$ cat src/rtl/branch_pkg.sv
// branch_pkg: shared branch condition codes, compare encodings and sequencer states
package branch_pkg;
  localparam logic [2:0] BR_LT = 3'd2;
  localparam logic [2:0] BR_GE = 3'd3;
  localparam logic [2:0] BR_EQ = 3'd4;
  localparam logic [2:0] BR_NE = 3'd5;
  localparam logic [2:0] BR_LE = 3'd6;
  localparam logic [2:0] BR_GT = 3'd7;
  localparam logic [1:0] CMP_LT = 2'b10;
  localparam logic [1:0] CMP_EQ = 2'b01;
  localparam logic [1:0] CMP_GT = 2'b00;
  typedef enum logic [1:0] {S_IDLE, S_WAIT, S_REDIRECT} state_e;
endpackage

$ cat src/rtl/branch_cond_eval.sv
// branch_cond_eval: combinational branch condition truth table (want x compare result)
module branch_cond_eval
  import branch_pkg::*;
(
  input  logic [2:0] want_i,
  input  logic [1:0] cond_i,
  output logic       taken_o,
  output logic       illegal_o
);
  logic lt, eq, gt;
  // An illegal compare result never takes a branch, whatever the condition code
  always_comb begin
    lt = cond_i == CMP_LT;
    eq = cond_i == CMP_EQ;
    gt = cond_i == CMP_GT;
    illegal_o = cond_i == 2'b11;
    taken_o = !illegal_o && (want_i == BR_LT ? lt :
                             want_i == BR_GE ? gt || eq :
                             want_i == BR_EQ ? eq :
                             want_i == BR_NE ? !eq :
                             want_i == BR_LE ? lt || eq :
                             want_i == BR_GT ? gt : 1'b0);
  end
endmodule

$ cat src/rtl/branch_sequencer.sv
// branch_sequencer: holds fetch while a branch compare is in flight, then redirects on taken; BRANCH_STATS_EN adds taken/resolved counters
module branch_sequencer
  import branch_pkg::*;
#(
  parameter int TIMEOUT_CYCLES = 16,
  parameter int PC_W = 32
) (
  input  logic            clk,
  input  logic            rst,
  input  logic            br_valid,
  input  logic [2:0]      br_want,
  input  logic [PC_W-1:0] br_target,
  output logic            br_ready,
  input  logic            cmp_valid,
  input  logic [1:0]      cmp_cond,
  input  logic            kill,
  output logic            stall,
  output logic            redirect,
  output logic [PC_W-1:0] redirect_pc,
  output logic            flush,
  output logic            err,
  output logic [31:0]     taken_cnt,
  output logic [31:0]     resolved_cnt
);
  localparam int TW = $clog2(TIMEOUT_CYCLES + 1);
  state_e state_q, state_d;
  logic [2:0] want_q, want_d;
  logic [PC_W-1:0] target_q, target_d;
  logic [TW-1:0] cnt_q, cnt_d;
  logic err_q, err_d;
  logic accept, in_wait, idle_wait, resolve, expire, taken, illegal;
  branch_cond_eval u_eval (
    .want_i   (want_q),
    .cond_i   (cmp_cond),
    .taken_o  (taken),
    .illegal_o(illegal)
  );
  assign accept    = state_q == S_IDLE && br_valid && br_want >= BR_LT;
  assign in_wait   = state_q == S_WAIT;
  assign resolve   = in_wait && !kill && cmp_valid;
  assign idle_wait = in_wait && !kill && !cmp_valid;
  assign expire    = idle_wait && cnt_q == TW'(TIMEOUT_CYCLES - 1);
  // State and latched branch context
  always_ff @(posedge clk) begin
    if (rst) begin
      state_q  <= S_IDLE;
      want_q   <= '0;
      target_q <= '0;
      cnt_q    <= '0;
      err_q    <= 1'b0;
    end else begin
      state_q  <= state_d;
      want_q   <= want_d;
      target_q <= target_d;
      cnt_q    <= cnt_d;
      err_q    <= err_d;
    end
  end
  // Next state: kill beats a compare result, which beats the timeout
  always_comb begin
    state_d  = accept ? S_WAIT :
               state_q == S_REDIRECT ? S_IDLE :
               in_wait && (kill || cmp_valid || expire) ? (resolve && taken ? S_REDIRECT : S_IDLE) :
               state_q;
    want_d   = accept ? br_want : want_q;
    target_d = accept ? br_target : target_q;
    cnt_d    = accept ? '0 : idle_wait ? cnt_q + 1'b1 : cnt_q;
    err_d    = (resolve && illegal) || expire;
  end
  // Outputs decoded from state; kill only masks the redirect pulse itself
  always_comb begin
    br_ready    = state_q == S_IDLE;
    stall       = in_wait;
    redirect    = state_q == S_REDIRECT && !kill;
    flush       = redirect;
    redirect_pc = state_q == S_REDIRECT ? target_q : '0;
    err         = err_q;
  end
`ifdef BRANCH_STATS_EN
  logic [31:0] taken_q, resolved_q;
  // Counters advance at the resolving edge, so a later kill of the redirect still counts as taken
  always_ff @(posedge clk) begin
    if (rst) begin
      taken_q    <= '0;
      resolved_q <= '0;
    end else begin
      if (resolve && !illegal) resolved_q <= resolved_q + 32'd1;
      if (resolve && taken) taken_q <= taken_q + 32'd1;
    end
  end
  assign taken_cnt    = taken_q;
  assign resolved_cnt = resolved_q;
`else
  assign taken_cnt    = '0;
  assign resolved_cnt = '0;
`endif
endmodule
$ cat config.mk
export PLATFORM = sky130hd
export DESIGN_NAME = branch_sequencer
export DESIGN_NICKNAME = d
export VERILOG_FILES = /design/src/rtl/branch_pkg.sv /design/src/rtl/branch_cond_eval.sv /design/src/rtl/branch_sequencer.sv
export SDC_FILE = /design/constraint.sdc
export NUM_CORES = 1
export LEC_CHECK = 0
export CORE_MARGIN = 10
export CORE_UTILIZATION = 39
export DETAILED_ROUTE_END_ITERATION = 8
export PLACE_DENSITY = 0.88
export SKIP_LAST_GASP = 1
export SLEW_MARGIN = 20
export SYNTH_ARGS = -nofsm -noshare
export SYNTH_HDL_FRONTEND = slang
export SYNTH_SLANG_ARGS = --single-unit
$ cat constraint.sdc
create_clock -name clk -period 1.6 [get_ports clk]
set_input_delay 0.32 -clock clk [delete_from_list [all_inputs] [get_ports clk]]
set_output_delay 0.32 -clock clk [all_outputs]
set_load 0.02 [all_outputs]
## Yosys cells after proc, flatten, opt, wreduce, memory -nomap -nowiden

Cells that the tools add are included.
W data, S select, Z words.

| operators by class | value |
|---|---|
| add/sub/neg operators | 1 |
| order comparisons | 1 |
| equality and inequality tests | 12 |
| multiplexer cells | 11 |
| reduce and logical (&&, ||, !) cells | 25 |

Operator list:

| kind | number |
|---|---|
| $mux W32 | 1 |
| $eq A3 B3 Y1 const B | 4 |
| $logic_and A1 B1 Y1 | 11 |
| $mux W1 | 9 |
| $eq A2 B2 Y1 const B | 3 |
| $eq A3 B2 Y1 const B | 2 |
| $add A5 B1 Y5 const B | 1 |
| $eq A5 B4 Y1 const B | 1 |
| $logic_or A1 B1 Y1 | 5 |
| $eq A2 B1 Y1 const B | 2 |
| $logic_not A1 Y1 | 4 |
| $logic_not A2 Y1 | 2 |
| $ge A3 B2 Y1 const B | 1 |
| $reduce_bool A3 Y1 | 1 |
| $reduce_or A3 Y1 | 1 |
| $mux W2 | 1 |
| $reduce_or A2 Y1 | 1 |

| word-level totals | value |
|---|---|
| flip-flop bits (word level) | 43 |
| output and inout bits | 101 |

## Logic depth before layout (Yosys ltp)

| logic depth | value |
|---|---|
| depth in word-level cells | 13 |
| depth in mapped cells | 6 |
| mapped depth without buffers | 6 |

## Modules after synthesis

From an unflattened synthesis, not the netlist that was laid out.

| second synthesis, totals | value |
|---|---|
| cell total of the unflattened synthesis | 321 |
| area, all modules | 2543.7 um2 |

By module, submodules not included:

| module | times used | cells each | area each (um2) | seq. area each (um2) |
|---|---|---|---|---|
| branch_sequencer | 1 | 308 | 2427.3 | 860.8 |
| branch_cond_eval | 1 | 13 | 116.4 | 0.0 |

## Worst setup path before layout

OpenSTA, ideal clock, no wires.

| path | value |
|---|---|
| path type | register -> output |
| start point | reg state_q[1] |
| end point | out redirect |
| data arrival time | 1.303 ns |
| required time | 1.280 ns |
| slack | -0.023 ns |
| cell stages (with the launch flop) | 5 |
| cell sequence | dfxtp_1 > buf_6 > nor2b_1 > nor2b_1 > buf_4 |

| on the way | value |
|---|---|
| word-level cells in the longest chain between the ends | 2 |

Ends and longest elaborated chain:

| item | RTL line | source |
|---|---|---|
| start: declaration | branch_sequencer.sv:26 | `state_e state_q, state_d;` |
| start signal: assignment | branch_sequencer.sv:52 | `state_q <= state_d;` |
| $eq A2 B2 Y1 | branch_sequencer.sv:74 | `redirect = state_q == S_REDIRECT && !kill;` |
| $logic_and A1 B1 Y1 | branch_sequencer.sv:74 |  |
| end: declaration | branch_sequencer.sv:18 | `output logic redirect,` |

No other way between the ends.

## Worst setup path in the final report

Ends and elaborated chain as after synthesis.

==> results.ini <==
[run_status]
status=complete, but fails checks
violations=negative setup slack

[yosys]
syn_inst=321
yosysSeqAreaShare_pct=33.9
netlist-cell-type-count=32
yosys.area_share.simple_pct=21.4
synthMuxAreaShare_pct=0.789
syn_avg_cell_area_um2=7.91
synth_warnings=0
synth_xor_area_share_pct=0.690
synth-adder-area-share_pct=2.96
synth_compound_area_share_pct=16.6
synth_seq_cells=43
synth_area_mm2=0.00254
synth_top_family_by_area=buffers and inverters

[min_path]
hold_path_depth=2
min_to=target_q[1]
hold_start=target_q[1]
hp-class=flop to flop

[timing]
finalCritPeriodShare_pct=102
timing.final.ws_setup_ns=-0.0300
rsz0062_at_grt=yes
fin_hold_ws_ns=0.476
slew_viol_final=0
setup_viol_count_final=21
finalHoldViolations=0
max_freq_mhz=613
period_needed_ns=1.63
fin_worst_skew_ns=0.00438

[grt]
antenna_found_initial=0
grt_pass1_wl_mm=10.8
grt_max_degree=36
globalRouteTotalUtil_pct=12.7
overflow=0
grt_pass1_vias=2256

[die]
core-area_mm2=0.00635
initial_core_util_pct=40.0
placementRows=29
io_pins=143
die_x_um=101
die_area_mm2=0.0101
die_y_um=101

[detailed_routing]
postRouteAntennaNets=0
vias=2310
post_drt_via_cell_ratio=4.74
drc=0
totalWireLength_mm=7.38
first_iter_violations=80
dr.pass1.iters=4
wire_per_inst_um=15.2

[critical_path]
r2r_slack_ns=0.02
critPathCaptureType=primary output
critical_path_required_ns=1.28
reg2reg_from=state_q[1]
crit_arrival_ns=1.31
cp-start-kind=flop
crit_type=flop to primary output
r2r_cells=4
r2r-end=cnt_q[3]
cp_max_fo=6

[finish]
fin_util_pct=56.9
postLayoutCellArea_mm2=0.00361
synthToLayoutAreaGrowth_pct=42.3
nNetsFinal=457
nFillCells=597
diodes=0
drive_gt1_share_pct=25.1

[power]
powerDensity_mw_per_mm2=702
vdd_drop_max_uv=518
leakage_nw=1.55

[job]
maxCapViolations=0

[clock_network]
cts_tree=built
clock_latency_ns=0.29
clock_path_buffers=2
cts_buffers=5
cts_hold_buf=0
clock-sinks=43
htreeDepth=2
clkTransAtPathRegs_ns=0.08
root_buffer=clkbuf_8

[place]
dpl_cell_area_mm2=0.00328
io_buffers=78
place_ws_ns=-0.321
post-dp-hpwl_mm=5.42
gp_routability_congestion=0.741

==> routing by layer <==
layer  part of all wire [%]  global-route usage, %  up-vias
met2                     51                   22.3       94
met5                      0                      0        -
met4                   0.95                   2.93        0
met1                     38                   13.3     1079
met3                     11                   6.17        9
li1                       -                      -     1128
==> critical path, stage by stage, from the launching register on <==
cell     delay (ns)
dfxtp_2        0.34
nor2b_4        0.16
buf_6          0.13
buf_12         0.11
nor2b_4        0.16
buf_6          0.13
==> Yosys cell counts <==
cell,number,area share [%]
buf_4,65,19
dfxtp_1,43,34
a21oi_1,40,7.9
o21ai_0,38,7.5
nand3_1,34,6.7
and2_1,32,7.9
clkbuf_1,19,2.8
ha_1,6,3.0
nand2_1,6,0.89
nor2_1,5,0.74
inv_1,4,0.59
nor4b_1,3,1.0
a211oi_1,2,0.59
and2b_1,2,0.59
buf_2,2,0.39
mux2i_1,2,0.79
nor2b_1,2,0.49
or3_1,2,0.49
a21o_1,1,0.30
and3_1,1,0.25
buf_6,1,0.44
conb_1,1,0.15
nand2b_1,1,0.25
nand3b_1,1,0.30
nor3_1,1,0.20
nor3b_2,1,0.49
o2111ai_1,1,0.35
or2_2,1,0.25
or3b_2,1,0.35
or4b_4,1,0.54
xnor2_1,1,0.35
xor2_1,1,0.35
==> power by group <==
group / switching, mW / leakage [nW] / internal, mW
Clock: 0.369 / 0.0612 / 0.505
Combinational: 0.312 / 1.14 / 0.198
Sequential: 0.0280 / 0.353 / 1.12
Total: 0.709 / 1.55 / 1.83
==> layout make-up <==
type | instances | area, µm² | share of cell area (%)
multi-input combinational | 250 | 1410 | 38.9
timing repair buffer | 105 | 1120 | 30.9
sequential | 43 | 863 | 23.9
tap | 77 | 96.3 | 2.67
clock buffer | 6 | 82.6 | 2.29
clock inverter | 2 | 35.0 | 0.970
inverter | 4 | 15.0 | 0.416
==> worst max path at each step <==
stage               start             end  slack, ns  depth (start not counted)
6_report       state_q[1]        redirect      -0.03                          5
5_1_grt        state_q[1]  redirect_pc[6]      -0.09                          5
4_1_cts        state_q[1]  redirect_pc[6]      -0.22                          4
3_5_place_dp         kill        cnt_q[3]      -0.32                          4
3_3_place_gp         kill        cnt_q[3]      -0.29                          4
2_1_floorplan  state_q[1]        redirect        0.1                          4
==> cells in the final DEF, fill, tap and decap left out, types with 6 or more instances in the layout <==
cell type        count
o21ai_1             14
a21oi_1             39
buf_4               16
ha_1                 6
buf_6               40
dfxtp_1             41
nand3_1             34
clkbuf_8             6
conb_1              64
o21ai_0             24
nand2_1              6
and2_4              21
and2_1              11
clkdlybuf4s50_1     41
==> state kept, by name, summed over array words and instances, names as in the netlist <==
register / cells
err: 1
target_q: 32
cnt_q: 5
want_q: 3
state_q: 2
==> per-stage QoR <==
stage / cells / TNS, ns / power [mW]
6_report: 487 / -0.271 / 2.54
5_1_grt: 487 / -2.26 / 2.67
4_1_cts: 481 / -1.88 / 2.54
3_5_place_dp: 473 / -15.80 / 1.67
3_3_place_gp: 473 / -14.23 / 1.66
2_1_floorplan: 384 / 0 / 1.59
==> logic make-up (layout without fill, tap and decap cells) <==
group,count (synthesis),count (layout)
multiplexers,2,2
AO/OA/AOI/OAI,82,82
AND/OR/NAND/NOR,94,94
buffers and inverters,91,117
adder cells (fa/ha/maj),6,6
flip-flops,43,43
other,1,64
XOR/XNOR,2,2
==> what timing repair did <==
action / 4_1_cts / 5_1_grt
setup endpoints to repair: 37 / 56
resized for setup: 150 / 110
cloned: 0 / 4
setup buffers: 0 / 2
pin swaps: 1 / 20
Power figures use the tool's default switching activity.
